[config.mk]
export PLATFORM = sky130hd
export DESIGN_NAME = crc8_serial
export DESIGN_NICKNAME = d
export VERILOG_FILES = /design/src/rtl/crc8_pkg.sv /design/src/rtl/crc8_step.sv /design/src/rtl/crc8_serial.sv
export SDC_FILE = /design/constraint.sdc
export NUM_CORES = 1
export LEC_CHECK = 0
export ABC_AREA = 1
export CORE_MARGIN = 2
export CORE_UTILIZATION = 50
export DETAILED_ROUTE_END_ITERATION = 10
export PLACE_DENSITY = 0.75
export SYNTH_ARGS = -nofsm -noshare
export SYNTH_HDL_FRONTEND = slang
export SYNTH_SLANG_ARGS = --single-unit
[constraint.sdc]
create_clock -name clk -period 3.8 [get_ports clk]
set_input_delay 0.76 -clock clk [delete_from_list [all_inputs] [get_ports clk]]
set_output_delay 0.76 -clock clk [all_outputs]
set_load 0.1 [all_outputs]
[src/rtl/crc8_pkg.sv]
// Shared types and constants for the serial CRC-8 engine.
// Optional checker ports are enabled by CRC8_CHECK_EN.
package crc8_pkg;

  localparam int CRC_W = 8;

  localparam logic [CRC_W-1:0] CRC8_POLY_DEFAULT = 8'h07;

  typedef enum logic [1:0] {
    ST_IDLE,
    ST_SHIFT,
    ST_DONE
  } state_e;

endpackage

[src/rtl/crc8_step.sv]
// One-bit MSB-first CRC-8 update, purely combinational.
// Shared by the serial engine for both frame start and shifting.
module crc8_step
  import crc8_pkg::*;
#(
  parameter logic [CRC_W-1:0] POLY = CRC8_POLY_DEFAULT
) (
  input  logic [CRC_W-1:0] crc_in,
  input  logic             bit_in,
  output logic [CRC_W-1:0] crc_next
);

  logic fb;

  assign fb = crc_in[CRC_W-1] ^ bit_in;

  assign crc_next = {crc_in[CRC_W-2:0], 1'b0}
                  ^ (fb ? POLY : '0);

endmodule

[src/rtl/crc8_serial.sv]
// Serial CRC-8 engine with framing, overrun guard and done pulse.
// Define CRC8_CHECK_EN to add the crc_ref input and crc_err output.
module crc8_serial
  import crc8_pkg::*;
#(
  parameter logic [CRC_W-1:0] POLY     = CRC8_POLY_DEFAULT,
  parameter logic [CRC_W-1:0] INIT     = 8'h00,
  parameter int               MAX_BITS = 256
) (
  input  logic             clk,
  input  logic             rst_n,
  input  logic             bit_in,
  input  logic             bit_valid,
  input  logic             frame_start,
  input  logic             frame_end,
  output logic [CRC_W-1:0] crc_out,
  output logic             crc_valid,
  output logic             busy,
  output logic             overrun
`ifdef CRC8_CHECK_EN
  ,
  input  logic [CRC_W-1:0] crc_ref,
  output logic             crc_err
`endif
);

  localparam int CNT_W = $clog2(MAX_BITS + 1);
  localparam logic [CNT_W-1:0] CNT_MAX = CNT_W'(MAX_BITS);
  localparam logic [CNT_W-1:0] CNT_ONE = CNT_W'(1);

  state_e           state;
  state_e           state_nx;
  logic [CNT_W-1:0] bit_cnt;
  logic [CNT_W-1:0] cnt_nx;
  logic [CRC_W-1:0] crc_r;
  logic [CRC_W-1:0] crc_nx;
  logic [CRC_W-1:0] step_in;
  logic [CRC_W-1:0] step_out;
  logic             ovr_r;
  logic             ovr_nx;
  logic             restart;
  logic             at_max;

  // DONE ignores everything, so a start there is not a restart
  assign restart = bit_valid && frame_start
                && (state != ST_DONE);
  assign at_max  = (bit_cnt == CNT_MAX);
  assign step_in = restart ? INIT : crc_r;

  crc8_step #(
    .POLY(POLY)
  ) u_step (
    .crc_in  (step_in),
    .bit_in  (bit_in),
    .crc_next(step_out)
  );

  always_comb begin
    state_nx = state;
    cnt_nx   = bit_cnt;
    crc_nx   = crc_r;
    ovr_nx   = 1'b0;
    unique case (state)
      ST_IDLE: begin
        if (restart) begin
          crc_nx   = step_out;
          cnt_nx   = CNT_ONE;
          state_nx = frame_end ? ST_DONE : ST_SHIFT;
        end
      end
      ST_SHIFT: begin
        if (bit_valid) begin
          unique case (1'b1)
            frame_start: begin
              crc_nx   = step_out;
              cnt_nx   = CNT_ONE;
              state_nx = frame_end ? ST_DONE : ST_SHIFT;
            end
            (!frame_start && at_max): begin
              ovr_nx   = 1'b1;
              cnt_nx   = '0;
              state_nx = ST_IDLE;
            end
            (!frame_start && !at_max): begin
              crc_nx   = step_out;
              cnt_nx   = bit_cnt + CNT_ONE;
              state_nx = frame_end ? ST_DONE : ST_SHIFT;
            end
          endcase
        end
      end
      ST_DONE: state_nx = ST_IDLE;
      default: state_nx = ST_IDLE;
    endcase
  end

  always_ff @(posedge clk) begin
    if (!rst_n) begin
      state   <= ST_IDLE;
      bit_cnt <= '0;
      crc_r   <= INIT;
      ovr_r   <= 1'b0;
    end else begin
      state   <= state_nx;
      bit_cnt <= cnt_nx;
      crc_r   <= crc_nx;
      ovr_r   <= ovr_nx;
    end
  end

  assign crc_out   = crc_r;
  assign crc_valid = (state == ST_DONE);
  assign busy      = (state != ST_IDLE);
  assign overrun   = ovr_r;

`ifdef CRC8_CHECK_EN
  logic err_nx;

  // reference is compared against the final value on the frame_end bit
  assign err_nx = (state_nx == ST_DONE)
               && (state != ST_DONE)
               && (step_out != crc_ref);

  always_ff @(posedge clk) begin
    if (!rst_n) begin
      crc_err <= 1'b0;
    end else begin
      crc_err <= err_nx;
    end
  end
`endif

endmodule
; Word-level counts from Yosys, hierarchy flattened
; Cells that the tools add are included.
[classes]
eq_ne = 7
n_reduce_logical = 14
n_bitwise = 2
n_addsub = 1
mux = 16
[ops]
columns = cell, n
row1 = 8-bit 2-to-1 mux, 4
row2 = 9-bit one-hot mux with 3 select lines, 1
row3 = 9-bit 2-to-1 mux, 2
row4 = 9-bit one-hot mux with 2 select lines, 1
row5 = 8-bit one-hot mux with 2 select lines, 1
row6 = 9-bit by 1-bit adder with 9-bit output (second input constant), 1
row7 = 9-bit == test (second input constant), 1
row8 = 2-bit != test (second input constant), 4
row9 = 2-bit one-hot mux with 2 select lines, 2
row10 = 8-bit XOR, 1
row11 = 2-bit 2-to-1 mux, 3
row12 = 3-bit AND reduction, 2
row13 = 1-bit logical AND, 4
row14 = 4-bit AND reduction, 1
row15 = 2-bit nonzero test, 2
row16 = 3-bit 2-to-1 mux, 1
row17 = 2-bit by 1-bit == test with 1-bit output (second input constant), 1
row18 = 2-bit == test (second input constant), 1
row19 = 1-bit zero test, 2
row20 = 2-bit zero test, 1
row21 = 2-bit AND reduction, 1
row22 = 2-bit OR reduction, 1
row23 = 1-bit 2-to-1 mux, 1
row24 = 1-bit XOR, 1
[word_totals]
out_inout_bits = 11
word_cells = 44
ff_bits = 20
in_bits = 6

; Depth between registers and ports, before layout
[depth]
ltp_word = 9
ltp_mapped = 10
mapped_depth_nobuf = 9

; By module
; Synthesis repeated with hierarchy kept, for this count alone.
[unflattened]
hier_cells = 183
area_unflattened_um2 = 1161.1
[modules_own_cells]
columns = mod, n_inst, area_each_um2, cells_each
row1 = crc8_serial, 1, 1054.8, 162
row2 = crc8_step, 1, 106.4, 21

; Least setup slack after synthesis
; OpenSTA, ideal clock, no wires.
[synth_path]
path_type = register to output
start = register state[0]
end = output port crc_valid
arrival_ns = 1.101
path_slack_ns = 1.939
stages_incl_launch_ff = 4
t_required_ns = 3.040
n_path_buf = 0
cell_sequence = dfxtp_1 > inv_1 > nand2_1 > inv_1
[synth_via]
elab_chain_cells = 1
[synth_lines]
columns = item, line_no
row1 = start: declaration, crc8_serial.sv:31  ; state_e state;
row2 = start signal: assignment, crc8_serial.sv:104  ; state <= state_nx;
row3 = 2-bit == test, crc8_serial.sv:112  ; assign crc_valid = (state == ST_DONE);
row4 = end: declaration, crc8_serial.sv:17  ; output logic crc_valid,
; Every way passes these cells.

; Final worst setup path
; Ends and elaborated chain as after synthesis.

==> results.ini <==
[sta]
finalSetupTns_ns = 0
rsz0062_at_grt = no
setup_viol = 0
max_clock_freq_ghz = 0.357
slew_headroom_pct = 35.2
finalWorstSetupSlack_ns = 0.997
skew_ns = 0.00195
tightest_slew_ns = 0.970
min_period_over_period_pct = 73.8
slew_violations = 0
period_needed_ns = 2.80
hold_viol = 0

[cts]
cts_resized = 0
cts_hold_buf = 0
clk_path_buf_depth = 2
cts_buffers = 3
cts_sinks = 20
postCtsSetupBuffers = 0
htreeDepth = 1
clk_latency_ns = 0.29
cts_tree = yes
cts_root_buffer = clkbuf_4
clkSlewWorstSetupHoldPaths_ns = 0.11

[logic_synthesis]
postSynthCellCount = 168
postSynthAreaPerCell_sq_um = 6.36
netlist_area_sq_um = 1070
ys_seq_area_share_pct = 37.5
syn_nets = 176
synth.distinct_cells = 21
ys_ff_latch = 20
ys_warn_count = 0

[setup_path]
crit_path_max_fanout = 5
critical_path_buf_inv_count = 3
cp_slowest_cell = clkdlybuf4s50_1
path_cells = inv_1 -> nand2_1 -> inv_1 -> clkdlybuf4s50_1
critPathKind = reg2out
worst_path_dominant_cell_family = buffers and inverters
rr_startpoint = bit_cnt[0]
worst_ep_required_time_ns = 3.04
cp-startpoint = state[0]
worst_setup_path_end_kind = output port
cpMostUsedCell = inv_1
arrival_ns = 2.04
critical_path.startpoint_type = flip-flop
max_stage_delay_ns = 1.12

[finish]
fin_nets = 194
syn2layout_area_growth_pct = 17.7
fillers = 178
antenna_cells = 0
layout_commonest_cell = nand2_1
finalNonFillerCells = 211
final_cell_mix = 41 x nand2_1, 31 x nor2_1, 28 x inv_1
final_area_sq_um = 1260
drive_gt1_share_pct = 6.52

[run_status]
status = finished, final reports clean

[worst_hold_path]
hold_class = reg2reg
hp-start = bit_cnt[1]

[power]
leakage_nw = 0.574
p_per_area_nw_per_um2 = 355
peakVddDrop_v = 0.000218

[floorplanning]
core_area_sq_um = 1980
fp.dieH_microns = 50.2
ioPinCount = 17
row_count = 16
die-area_sq_um = 2520
start_util_pct = 53.9
die_w_microns = 50.2

[routing]
drtIter0Drc = 19
firstDrtPassIters = 4
vias_per_cell = 4.81
drt-total-wl_mm = 2.10
route.detailed.drc = 0
num_vias = 1014
ant_nets = 0
wire_per_inst_microns = 9.96

[placed_design]
portBuffers = 16
place_inst = 208
place_ws_ns = 1.33
routabilityCongestion = 0.813
place_area_sq_um = 1230
place_hpwl_mm = 1.62

[grt]
grt.busiest_layer = met2
grt_overflow_total = 0
grt_first_pass_wirelength_mm = 3.80
grt_max_degree = 16
grt_use_met3_pct = 4.17
antenna_found_initial = 0
grt_pass1_vias = 921
use_met2_pct = 30.0
use_met1_pct = 25.8
grt_use_total_pct = 19.3

[run]
maxCapViolations = 0

report_power, final:
part	total, W	internal, W	switching, W	leakage, nW
sequential	0.000225	0.000218	0.00000665	0.163
combinational	0.000123	0.0000322	0.0000905	0.397
clock	0.0000994	0.0000369	0.0000624	0.0138
total	0.000447	0.000287	0.000160	0.574
cell usage after synthesis (all sizes together):
| cell | instances | area [sq um] |
|---|---|---|
| nand2 | 44 | 173 |
| nand3 | 13 | 70.1 |
| nor2 | 33 | 134 |
| buf | 3 | 27.5 |
| o21ai | 8 | 40.0 |
| a31oi | 1 | 6.26 |
| inv | 30 | 113 |
| ha | 2 | 25.0 |
| nand4 | 1 | 6.26 |
| dfxtp | 20 | 400 |
| xor2 | 1 | 8.76 |
| nor3 | 5 | 30.0 |
| a21oi | 7 | 35.0 |
layer usage:
metal	part of all wire [%]	wire length (microns)	vias to the layer above
met4	1.3	27	0
li1	-	-	544
met1	52	1090	444
met3	4.5	95	4
met2	42	887	22
met5	0	0	-
logic make-up (layout without fill, tap and decap cells):
logic type	count (synthesis)	in the layout	synth area share, %
AOI/OAI and AO/OA	16	16	7.61
xor gates and xnor gates	1	1	0.820
DFF	20	20	37.5
and+or+nand+nor	96	96	38.6
adders and majority gates	2	2	2.34
buffers and inverters	33	49	13.1
worst paths after layout:
path	end	slack, ns	cells after the start
setup reg to reg	crc_out[6]	2.34	9
setup / recovery	crc_valid	1.0	4
hold / removal	bit_cnt[1]	0.51	2
hold reg to reg	bit_cnt[1]	0.51	2
per-stage QoR:
stage	hold slack, ns	utilization [%]	power, W
2_1_floorplan	0.469	-	0.000326
3_5_place_dp	0.498	62.3	0.000352
3_3_place_gp	0.487	62.3	0.000350
6_report	0.511	63.4	0.000447
5_1_grt	0.543	63.4	0.000472
4_1_cts	0.514	63.4	0.000452
cell type report:
class                           instances  area (sq um)  area share [%]
Inverter                               30           113            8.96
Sequential cell                        20           400            31.8
Multi-Input combinational cell        115           528            42.0
Clock buffer                            3          22.5            1.79
Tap cell                               27          33.8            2.69
Timing Repair Buffer                   16           160            12.7
registers in the layout, indices dropped and copies added (netlist names):
signal	flops
bit_cnt	9
state	2
overrun	1
crc_out	8
worst reg2reg max path: stages (launching register included):
cell,delay [ns]
dfxtp_1,0.35
inv_1,0.08
ha_1,0.15
nand2_1,0.06
nor2_2,0.13
nand3_2,0.10
nand2_2,0.23
inv_1,0.12
nor2_1,0.10
nor2_1,0.05
Power figures use the tool's default switching activity.
